<file path="src/rtl/nn_pkg.sv">
// rtl/nn_pkg.sv - shared state encoding and constants for the training sequencer
package nn_pkg;
    localparam int NN_BITS = 16;
    localparam logic [NN_BITS-1:0] ERR_INIT = '1;

    typedef enum logic [3:0] {
        S_IDLE,
        S_INIT,
        S_T_FETCH,
        S_T_GO,
        S_T_WAIT,
        S_V_FETCH,
        S_V_GO,
        S_V_WAIT,
        S_EVAL,
        S_STORE,
        S_FIN
    } seq_state_t;
endpackage

</file>
<file path="src/rtl/nn_err_tracker.sv">
// rtl/nn_err_tracker.sv - saturating validation error count and best-error record
module nn_err_tracker
    import nn_pkg::*;
#(
    parameter int BITS = NN_BITS
) (
    input  logic            clk,
    input  logic            rst_n,
    input  logic            clear_run,
    input  logic            clear_val,
    input  logic            err_inc,
    input  logic            update_best,
    output logic            improve,
    output logic [BITS-1:0] best_err
);
    localparam logic [BITS-1:0] ALL_ONES = {BITS{ERR_INIT[0]}};

    logic [BITS-1:0] val_err;

    always_ff @(posedge clk) begin
        if (!rst_n || clear_run) begin
            val_err  <= '0;
            best_err <= ALL_ONES;
        end else begin
            if (update_best) begin
                best_err <= val_err;
            end
            // update_best and clear_val can coincide in EVAL; best_err takes the pre-clear count
            if (clear_val) begin
                val_err <= '0;
            end else if (err_inc && val_err != ALL_ONES) begin
                val_err <= val_err + BITS'(1);
            end
        end
    end

    assign improve = val_err < best_err;
endmodule

</file>
<file path="src/rtl/nn_train_sequencer.sv">
// rtl/nn_train_sequencer.sv - epoch/sample scheduler driving pattern-store strobes
module nn_train_sequencer
    import nn_pkg::*;
#(
    parameter int BITS = NN_BITS
) (
    input  logic            clk,
    input  logic            rst_n,
    input  logic            go,
    input  logic [BITS-1:0] TRAIN,
    input  logic [BITS-1:0] VALID,
    input  logic [BITS-1:0] EPOCH,
    input  logic            nn_done,
    input  logic            nn_err,
    output logic            START,
    output logic            TR,
    output logic            VL,
    output logic            SW,
    output logic            END,
    output logic            nn_go,
    output logic            nn_train,
    output logic            busy,
    output logic [BITS-1:0] epoch_cnt,
    output logic [BITS-1:0] best_err
);
    seq_state_t      state, nxt;
    logic [BITS-1:0] sample_cnt;
    logic [BITS-1:0] cnt_inc, epoch_inc;
    logic            improve;
    logic            has_train, has_valid;
    seq_state_t      epoch_entry;

    assign cnt_inc     = sample_cnt + BITS'(1);
    assign epoch_inc   = epoch_cnt + BITS'(1);
    assign has_train   = TRAIN != '0;
    assign has_valid   = VALID != '0;
    assign epoch_entry = has_train ? S_T_FETCH : (has_valid ? S_V_FETCH : S_EVAL);

    nn_err_tracker #(.BITS(BITS)) u_err (
        .clk        (clk),
        .rst_n      (rst_n),
        .clear_run  (state == S_INIT),
        .clear_val  (state == S_EVAL || state == S_STORE),
        .err_inc    (state == S_V_WAIT && nn_done && nn_err),
        .update_best(state == S_EVAL && has_valid && improve),
        .improve    (improve),
        .best_err   (best_err)
    );

    always_comb begin
        nxt = state;
        case (state)
            S_IDLE:    if (go) nxt = S_INIT;
            S_INIT:    nxt = (EPOCH == '0) ? S_FIN : epoch_entry;
            S_T_FETCH: nxt = S_T_GO;
            S_T_GO:    nxt = S_T_WAIT;
            S_T_WAIT:
                if (nn_done) begin
                    if (cnt_inc == TRAIN) nxt = has_valid ? S_V_FETCH : S_EVAL;
                    else                  nxt = S_T_FETCH;
                end
            S_V_FETCH: nxt = S_V_GO;
            S_V_GO:    nxt = S_V_WAIT;
            S_V_WAIT:
                if (nn_done) nxt = (cnt_inc == VALID) ? S_EVAL : S_V_FETCH;
            // EVAL compares the incremented epoch count, STORE the already-updated one
            S_EVAL:
                if (has_valid && improve)      nxt = S_STORE;
                else if (epoch_inc == EPOCH)   nxt = S_FIN;
                else                           nxt = epoch_entry;
            S_STORE:   nxt = (epoch_cnt == EPOCH) ? S_FIN : epoch_entry;
            S_FIN:     nxt = S_IDLE;
            default:   nxt = S_IDLE;
        endcase
    end

    always_ff @(posedge clk) begin
        if (!rst_n) begin
            state      <= S_IDLE;
            START      <= 1'b0;
            TR         <= 1'b0;
            VL         <= 1'b0;
            SW         <= 1'b0;
            END        <= 1'b0;
            nn_go      <= 1'b0;
            nn_train   <= 1'b0;
            busy       <= 1'b0;
            sample_cnt <= '0;
            epoch_cnt  <= '0;
        end else begin
            state    <= nxt;
            START    <= nxt == S_INIT;
            TR       <= nxt == S_T_FETCH;
            VL       <= nxt == S_V_FETCH;
            SW       <= nxt == S_STORE;
            END      <= nxt == S_FIN;
            nn_go    <= nxt == S_T_GO || nxt == S_V_GO;
            nn_train <= nxt == S_T_GO || nxt == S_T_WAIT;
            busy     <= nxt != S_IDLE;
            case (state)
                S_INIT: begin
                    sample_cnt <= '0;
                    epoch_cnt  <= '0;
                end
                S_T_WAIT: if (nn_done) sample_cnt <= (cnt_inc == TRAIN) ? '0 : cnt_inc;
                S_V_WAIT: if (nn_done) sample_cnt <= (cnt_inc == VALID) ? '0 : cnt_inc;
                S_EVAL: begin
                    epoch_cnt  <= epoch_inc;
                    sample_cnt <= '0;
                end
                S_STORE:  sample_cnt <= '0;
                default:  ;
            endcase
        end
    end
endmodule

</file>
<file path="config.mk">
export PLATFORM = sky130hd
export DESIGN_NAME = nn_train_sequencer
export DESIGN_NICKNAME = d
export VERILOG_FILES = /design/src/rtl/nn_pkg.sv /design/src/rtl/nn_err_tracker.sv /design/src/rtl/nn_train_sequencer.sv
export SDC_FILE = /design/constraint.sdc
export NUM_CORES = 1
export LEC_CHECK = 0
export CAP_MARGIN = 25
export CORE_UTILIZATION = 54
export CTS_CLUSTER_DIAMETER = 150
export DETAILED_ROUTE_END_ITERATION = 8
export PLACE_DENSITY = 0.81
export SLEW_MARGIN = 30
export SYNTH_ARGS = -nofsm -noshare
export SYNTH_HDL_FRONTEND = slang
export SYNTH_SLANG_ARGS = --single-unit
</file>
<file path="constraint.sdc">
create_clock -name clk -period 3.5 [get_ports clk]
set_input_delay 0.35 -clock clk [delete_from_list [all_inputs] [get_ports clk]]
set_output_delay 0.35 -clock clk [all_outputs]
set_load 0.02 [all_outputs]
</file>
==> results of run 1 <==
==> per-stage QoR <==
stage | hold slack [ps] | worst slack [ps] | instance area, µm² | total power [W] | util
after floorplan | 477.9 | 496.0 | 5492 | 0.001110 | -
after global placement | 486.7 | 223.1 | 6540 | 0.001252 | 0.6660
after detailed placement | 489.0 | 162.5 | 6540 | 0.001260 | 0.6660
after CTS | 512.2 | 126.2 | 6771 | 0.002052 | 0.6896
after global routing | 547.0 | 2.550 | 6797 | 0.002114 | 0.6922
final | 507.4 | 154.5 | 6797 | 0.002046 | 0.6922
==> metal layers <==
layer,part of all wire,up-vias
li1,-,2598
met4,0.020,0
met3,0.068,33
met1,0.43,2524
met2,0.48,203
met5,0,-
==> final cells by class <==
cell class	instances	area (µm²)
timing repair buffer	112	1071
tap	133	166.4
clock buffer	10	137.6
clock inverter	6	93.84
sequential	76	1523
fill	838	3023
inverter	29	108.9
multi-input combinational	527	3696
==> power by group <==
part / internal (W) / switching, W / leakage, nW
logic: 0.000160 / 0.000190 / 1.99
clock network: 0.000428 / 0.000370 / 0.113
registers: 0.000880 / 0.0000189 / 0.615
total: 0.00147 / 0.000579 / 2.72
==> flip-flops by register name, indices dropped and copies added, names as in the netlist, 4 cells and up <==
| register | flops |
|---|---|
| epoch_cnt | 16 |
| sample_cnt | 16 |
| state | 4 |
| u_err.best_err | 16 |
| u_err.val_err | 16 |
==> critical path: stages (launching register included) <==
cell      delay (ps)
dfxtp_1          490
ha_1             310
and4_1           380
nand4_1          260
nor4b_2          290
a211oi_1          90
a221oi_2         280
nand3_2          150
a21bo_1          230
a211oi_4         320
nand2_2          140
o31a_1           300
==> final timing paths <==
kind	slack [ps]	to	startpoint	cells after the start
setup reg to reg	150	busy	epoch_cnt[1]	11
hold reg to reg	510	u_err.best_err[4]	u_err.best_err[4]	2
hold / removal	510	u_err.best_err[4]	u_err.best_err[4]	2
setup / recovery	150	busy	epoch_cnt[1]	11
==> synthesized netlist by cell type (3+ instances only) <==
library cell / count / area (µm²)
a211oi_1: 5 / 37.54
a21oi_1: 43 / 215.2
inv_1: 29 / 108.9
o21a_1: 5 / 37.54
xnor3_1: 3 / 67.56
nand4_1: 17 / 106.4
nor3_2: 4 / 40.04
nor2_1: 45 / 168.9
o2111ai_1: 4 / 35.03
ha_1: 18 / 225.2
o21ai_0: 15 / 75.07
buf_2: 13 / 65.06
mux2i_1: 19 / 190.2
nor3b_1: 6 / 45.04
o211ai_1: 12 / 90.09
or3_1: 26 / 162.7
and2_1: 4 / 25.02
nand2_1: 58 / 217.7
xnor2_1: 45 / 394.1
xor2_1: 33 / 289.0
and4_1: 8 / 70.07
nor3_1: 14 / 70.07
o31a_1: 5 / 43.79
clkbuf_1: 16 / 60.06
nor4_1: 16 / 100.1
a31oi_1: 12 / 75.07
and3_1: 8 / 50.05
a21o_1: 4 / 30.03
nand2b_1: 12 / 75.07
buf_4: 6 / 45.04
nand3b_1: 3 / 22.52
nor2b_1: 3 / 18.77
dfxtp_1: 76 / 1521
nand3_1: 25 / 125.1
or4_1: 3 / 22.52
o22ai_1: 4 / 25.02
a22oi_1: 3 / 22.52
==> cells by family (layout without fill, tap and decap cells) <==
family,count (synthesis),after routing,synth area share
simple gates,273,273,0.2825
compound gates,135,135,0.1722
xor+xnor,82,82,0.1410
flops,76,76,0.2771
buf+inv,65,157,0.05149
mux,19,19,0.03463
fa+ha+maj,18,18,0.04101
==> repair_timing <==
item                       CTS  global route
setup endpoints to repair    0            11
buffers inserted             0             2
resized for setup            0             3
hold endpoints to repair     0             0
==> results_tabular.tex, run 1 <==
\begin{tabular}{lr}
\hline
Metric & Value \\
\hline
\multicolumn{2}{l}{\textbf{Synthesis}} \\
\quad Number of enable-type register cells in the synthesized netlist & 0 \\
\quad Number of storage elements in the synthesis netlist & 76 \\
\quad Leading register cell type out of synthesis & dfxtp\_1 \\
\quad Synth unique cells & 73 \\
\quad Part of the Yosys area used for sequential elements & 0.2771 \\
\quad Synth Net Count & 739 \\
\quad Netlist area before placement & between 5000 and 6000 µm² \\
\quad Ys async rst share & 0 \\
\quad Number of warnings printed during yosys synthesis & 0 \\
\quad Avg Synthesized Cell Area & between 8 and 9 µm² \\
\quad Count of mapped cells out of synthesis & 668 \\
\multicolumn{2}{l}{\textbf{Run}} \\
\quad Count of maximum capacitance violations & 0 \\
\multicolumn{2}{l}{\textbf{Clock tree}} \\
\quad Clock H-tree levels & 3 \\
\quad Number of clock buffers inserted by TritonCTS & 9 \\
\quad Clock Tree Buf Depth & 2 \\
\quad Worst-Skew Late Latency & $\sim$360 ps \\
\quad Root Buffer Master & clkbuf\_8 \\
\quad CTS Hold Buffers Added & 0 \\
\quad Number of sinks on the clock net & 76 \\
\quad TritonCTS clock tree & yes \\
\quad Clock-pin slew of the registers on the worst-case setup and hold paths & 90 ps \\
\multicolumn{2}{l}{\textbf{Global route}} \\
\quad Global routing usage summed across all routing layers & 0.2947 \\
\quad Met1 Track Usage GR & 0.3799 \\
\quad Number of global-route vias before repair & 5,012 \\
\quad Met2 capacity usage during global routing & 0.5026 \\
\quad Met3 demand-to-capacity share in global routing & 0.04475 \\
\quad Pin count of the biggest net entering global routing & 21 \\
\quad Antenna violations before repair & 0 \\
\quad Top Usage Layer GRT & met2 \\
\quad Total congestion overflow & 0 \\
\quad Wire length of the first global-routing pass & 24.32 mm \\
\multicolumn{2}{l}{\textbf{Route}} \\
\quad Number of remaining DRC errors & 0 \\
\quad Post-route antenna net violation count & 0 \\
\quad Ratio of routed vias to standard cells & 6.000 \\
\quad Number of vias in the routed layout & 5,358 \\
\quad Detailed-route wire length & 15.42 mm \\
\quad Detailed router's first-iteration violation count & between 300 and 400 \\
\quad Pre-Repair DR Iteration Count & 5 \\
\quad Wire length per cell after detailed routing & roughly 17 µm \\
\multicolumn{2}{l}{\textbf{Timing}} \\
\quad F\_max & about 300 MHz \\
\quad Final setup violation count & 0 \\
\quad Max Slew Vio Count & 0 \\
\quad Final-layout setup total negative slack & 0 ps \\
\quad Rel. slew slack & 0.4937 \\
\quad Period utilisation layout & 0.9558 \\
\quad Worst Tran Pin Value & 758.6 ps \\
\quad Number of failing hold endpoints at the final stage & 0 \\
\quad Setup skew after layout & 7.420 ps \\
\quad Time the worst path needs with I/O delays and setup & 3345 ps \\
\quad RSZ-0062 raised after global routing & no \\
\multicolumn{2}{l}{\textbf{Die}} \\
\quad Top Ports & 93 \\
\quad Starting utilization of the core area & 0.5593 \\
\quad Die area & 10,580 µm² \\
\quad Y dimension of the die & $\sim$100 µm \\
\quad Floorplan row count & 36 \\
\quad Core area & roughly 9800 µm² \\
\quad Die width & 102.8 µm \\
\multicolumn{2}{l}{\textbf{Power}} \\
\quad Maximum ir drop on the vdd rail & 0.1836 mV \\
\quad Leak pwr & 2.720 nW \\
\quad Power per unit of standard cell area & 301.0 nW/µm² \\
\multicolumn{2}{l}{\textbf{Status}} \\
\quad Result of the run & complete, no violations \\
\multicolumn{2}{l}{\textbf{Setup path}} \\
\quad Worst Setup Start Kind & register \\
\quad CP required & 3750 ps \\
\quad Crit end category & register \\
\quad Critical Setup Path Class & reg2reg \\
\quad Biggest fanout along the worst timing path & 7 \\
\quad Data arrival time of the critical path & roughly 3600 ps \\
\multicolumn{2}{l}{\textbf{Finish}} \\
\quad Fraction of layout instances using a drive strength above 1 & 0.08289 \\
\quad Leading cell type in the layout, fill and taps excluded & clkdlybuf4s50\_1 \\
\quad Most frequent cells in the layout & clkdlybuf4s50\_1 (92), dfxtp\_1 (75), nand2\_1 (58) \\
\quad Inserted Diodes & 0 \\
\quad Net count, final & 826 \\
\quad Final cell count without fillers & 893 \\
\quad Relative area change from synthesis to final layout & 23.76\% \\
\multicolumn{2}{l}{\textbf{Placement}} \\
\quad Routability congestion estimate from global placement & 0.9863 \\
\quad Port Buffer Count & 92 \\
\quad Detail Placement HPWL & 11.67 mm \\
\quad Count of placed standard cells including taps & between 800 and 900 \\
\multicolumn{2}{l}{\textbf{Hold path}} \\
\quad Path type of the worst min-delay path & reg2reg \\
\hline
\end{tabular}
No activity file was read; power rests on OpenSTA's default activity.
==> run 2: changes to the inputs <==
--- a/config.mk
+++ b/config.mk
@@ -6,10 +6,10 @@
 export NUM_CORES = 1
 export LEC_CHECK = 0
 export CAP_MARGIN = 25
-export CORE_UTILIZATION = 54
+export CORE_UTILIZATION = 49
 export CTS_CLUSTER_DIAMETER = 150
 export DETAILED_ROUTE_END_ITERATION = 8
-export PLACE_DENSITY = 0.81
+export PLACE_DENSITY = 0.78
 export SLEW_MARGIN = 30
 export SYNTH_ARGS = -nofsm -noshare
 export SYNTH_HDL_FRONTEND = slang
==> constraint.sdc (replaced) <==
create_clock -name clk -period 3.05 [get_ports clk]
set_input_delay 0.305 -clock clk [delete_from_list [all_inputs] [get_ports clk]]
set_output_delay 0.305 -clock clk [all_outputs]
set_load 0.02 [all_outputs]
==> results_tabular.tex, run 2 (synthesized netlist as in run 1, its figures left out) <==
\begin{tabular}{lr}
\hline
Metric & Value \\
\hline
\multicolumn{2}{l}{\textbf{Clock tree}} \\
\quad CTS Hold Buffers Added & 0 (unchanged) \\
\quad TritonCTS clock tree & yes (unchanged) \\
\quad Clock-pin slew of the registers on the worst-case setup and hold paths & 80 ps (was 90 ps) \\
\quad Worst-Skew Late Latency & 360 ps (about the same) \\
\quad Number of clock buffers inserted by TritonCTS & 9 (unchanged) \\
\quad Clock H-tree levels & 3 (unchanged) \\
\quad Clock Tree Buf Depth & 2 (unchanged) \\
\quad Root Buffer Master & clkbuf\_8 (unchanged) \\
\quad Number of sinks on the clock net & 76 (unchanged) \\
\multicolumn{2}{l}{\textbf{Timing}} \\
\quad Max Slew Vio Count & 0 (unchanged) \\
\quad Setup skew after layout & 7.880 ps (was 7.420 ps) \\
\quad Number of failing hold endpoints at the final stage & 0 (unchanged) \\
\quad Time the worst path needs with I/O delays and setup & 2955 ps (was 3345 ps) \\
\quad RSZ-0062 raised after global routing & yes (was no) \\
\quad Worst Tran Pin Value & 754.0 ps (was 758.6 ps) \\
\quad Min Hold Slack & 510.3 ps (was 507.4 ps) \\
\quad Rel. slew slack & 0.4973 (was 0.4937) \\
\quad Final-layout setup total negative slack & 0 ps (unchanged) \\
\quad Period utilisation layout & 0.9689 (was 0.9558) \\
\quad Worst-case setup margin in the final layout & 94.87 ps (was 154.5 ps) \\
\quad Final setup violation count & 0 (unchanged) \\
\quad F\_max & 338.4 MHz (was 298.9 MHz) \\
\multicolumn{2}{l}{\textbf{Finish}} \\
\quad Combined flip-flop and latch cell area & 1526 µm² (was 1523 µm²) \\
\quad Relative area change from synthesis to final layout & 30.30\% (was 23.76\%) \\
\quad Leading cell type in the layout, fill and taps excluded & clkdlybuf4s50\_1 (unchanged) \\
\quad Inserted Diodes & 0 (unchanged) \\
\quad Net count, final & 868 (was 826) \\
\quad Final cell count without fillers & 940 (was 893) \\
\quad Number of fillers in the final layout & 925 (was 838) \\
\quad Area taken by multi-input logic gates & 3751 µm² (was 3696 µm²) \\
\quad Final standard cell area without fillers & 7156 µm² (was 6797 µm²) \\
\quad Most frequent cells in the layout & clkdlybuf4s50\_1 (92), dfxtp\_1 (72), buf\_4 (61) (was clkdlybuf4s50\_1 (92), dfxtp\_1 (75), nand2\_1 (58)) \\
\quad Fraction of layout instances using a drive strength above 1 & 0.1350 (was 0.08289) \\
\multicolumn{2}{l}{\textbf{Setup path}} \\
\quad Start point of the critical path & sample\_cnt[7] (was epoch\_cnt[1]) \\
\quad Critical path's most frequent cell & buf\_4 \\
\quad Crit end category & register (unchanged) \\
\quad Cells traversed along the worst timing path & buf\_4 -> and4\_1 -> and4\_1 -> xnor2\_1 -> o2111ai\_1 -> nor4\_2 -> buf\_4 -> nor2\_1 -> a31oi\_2 -> buf\_4 -> or4b\_1 -> a21oi\_1 (was ha\_1 -> and4\_1 -> nand4\_1 -> nor4b\_2 -> a211oi\_1 -> a221oi\_2 -> nand3\_2 -> a21bo\_1 -> a211oi\_4 -> nand2\_2 -> o31a\_1) \\
\quad Critical Setup Path Class & reg2reg (unchanged) \\
\quad Biggest fanout along the worst timing path & 12 (was 7) \\
\quad Slowest stage cell on the critical path & or4b\_1 (was dfxtp\_1) \\
\quad CP peak stage delay & 490 ps (about the same) \\
\quad Data arrival time of the critical path & 3250 ps (was 3590 ps) \\
\quad CP required & 3340 ps (was 3750 ps) \\
\quad Critical R2R Launch & sample\_cnt[7] (was epoch\_cnt[1]) \\
\quad Worst Setup Start Kind & register (unchanged) \\
\multicolumn{2}{l}{\textbf{Die}} \\
\quad Starting utilization of the core area & 0.5044 (was 0.5593) \\
\quad Die width & 107.9 µm (was 102.8 µm) \\
\quad Core area & 10,890 µm² (was 9819 µm²) \\
\quad Die area & 11,630 µm² (was 10,580 µm²) \\
\quad Top Ports & 93 (unchanged) \\
\quad Floorplan row count & 38 (was 36) \\
\quad Y dimension of the die & 107.9 µm (was 102.8 µm) \\
\multicolumn{2}{l}{\textbf{Power}} \\
\quad Power per unit of standard cell area & 321.8 nW/µm² (was 301.0 nW/µm²) \\
\quad Leak pwr & 2.982 nW (was 2.720 nW) \\
\quad Maximum ir drop on the vdd rail & 0.2681 mV (was 0.1836 mV) \\
\multicolumn{2}{l}{\textbf{Route}} \\
\quad Post-route antenna net violation count & 0 (unchanged) \\
\quad Pre-Repair DR Iteration Count & 5 (unchanged) \\
\quad Number of vias in the routed layout & 5,597 (was 5,358) \\
\quad Detailed router's first-iteration violation count & 340 (was 395) \\
\quad Ratio of routed vias to standard cells & 5.954 (was 6.000) \\
\quad Wire length per cell after detailed routing & 16.57 µm (was 17.27 µm) \\
\quad Number of remaining DRC errors & 0 (unchanged) \\
\quad Detailed-route wire length & 15.57 mm (was 15.42 mm) \\
\multicolumn{2}{l}{\textbf{Run}} \\
\quad Count of maximum capacitance violations & 0 (unchanged) \\
\multicolumn{2}{l}{\textbf{Placement}} \\
\quad Port Buffer Count & 92 (unchanged) \\
\quad Detail Placement HPWL & 11.65 mm (was 11.67 mm) \\
\quad Worst slack at placement & -60.13 ps (was 162.5 ps) \\
\quad Routability congestion estimate from global placement & 0.9353 (was 0.9863) \\
\quad Count of placed standard cells including taps & 918 (was 875) \\
\quad Placed inst area & 6819 µm² (was 6540 µm²) \\
\multicolumn{2}{l}{\textbf{Global route}} \\
\quad Antenna violations before repair & 0 (unchanged) \\
\quad Number of global-route vias before repair & 5,259 (was 5,012) \\
\quad Total congestion overflow & 0 (unchanged) \\
\quad Pin count of the biggest net entering global routing & 18 (was 21) \\
\quad Global routing usage summed across all routing layers & 0.2682 (was 0.2947) \\
\quad Wire length of the first global-routing pass & 24.77 mm (was 24.32 mm) \\
\multicolumn{2}{l}{\textbf{Hold path}} \\
\quad Path type of the worst min-delay path & reg2reg (unchanged) \\
\quad Min-delay src & u\_err.best\_err[5] (was u\_err.best\_err[4]) \\
\multicolumn{2}{l}{\textbf{Status}} \\
\quad Result of the run & complete, no violations (unchanged) \\
\hline
\end{tabular}
run 2: cell count changes in the layout (fill, tap and decap cells not counted), moves of 2 or more:
cell | before | now
buf_4 | 20 | 61
dfxtp_1 | 75 | 72
dfxtp_2 | 1 | 4
and4_1 | 8 | 6
and4_4 | 1 | 3
inv_6 | 2 | 0
nor3_2 | 4 | 2
nor3_4 | 0 | 2
run 2: area by class of cell:
class / instances / share of cell area
clock buffer: 10 / 0.01784
clock inverter: 4 / 0.01067
inverter: 29 / 0.01521
multi-input combinational: 527 / 0.5242
sequential: 76 / 0.2133
tap: 140 / 0.02448
timing repair buffer: 154 / 0.1943
run 2: final timing paths:
path	slack [ps]	cells past startpoint	end
setup reg to reg	90	12	sample_cnt[15]
hold / removal	510	2	u_err.best_err[5]
hold reg to reg	510	2	u_err.best_err[5]
setup / recovery	90	12	sample_cnt[15]
run 2: worst max-delay path, delay by kind of cell, from the launching register on:
family / cells / cell delay [ps]
buffers and inverters: 3 / 570
and+or+nand+nor: 5 / 1260
xor gates and xnor gates: 1 / 100
DFF: 1 / 470
AOI/OAI and AO/OA: 3 / 480
run 2: stage by stage:
stage	power (W)	util
floorplan	0.001274	-
global placement	0.001453	0.6263
detailed placement	0.001463	0.6263
CTS	0.002284	0.6457
global route	0.002378	0.6572
finish	0.002302	0.6572
run 2: where the power goes:
group / switching [W] / internal [W]
clock network: 0.000384 / 0.000453
registers: 0.0000205 / 0.00101
logic: 0.000224 / 0.000210
total: 0.000629 / 0.00167
run 2: timing repair:
action	in CTS	in global routing
setup buffers	1	7
pin swaps	3	5
setup endpoints to repair	2	24
gates resized for setup	0	19
run 2: layer usage:
| layer | up-vias | GRT usage | share of wire |
|---|---|---|---|
| met5 | - | 0 | 0 |
| met4 | 0 | 0.1018 | 0.020 |
| met3 | 26 | 0.03511 | 0.061 |
| met1 | 2704 | 0.3273 | 0.42 |
| met2 | 174 | 0.4753 | 0.50 |
| li1 | 2693 | - | - |
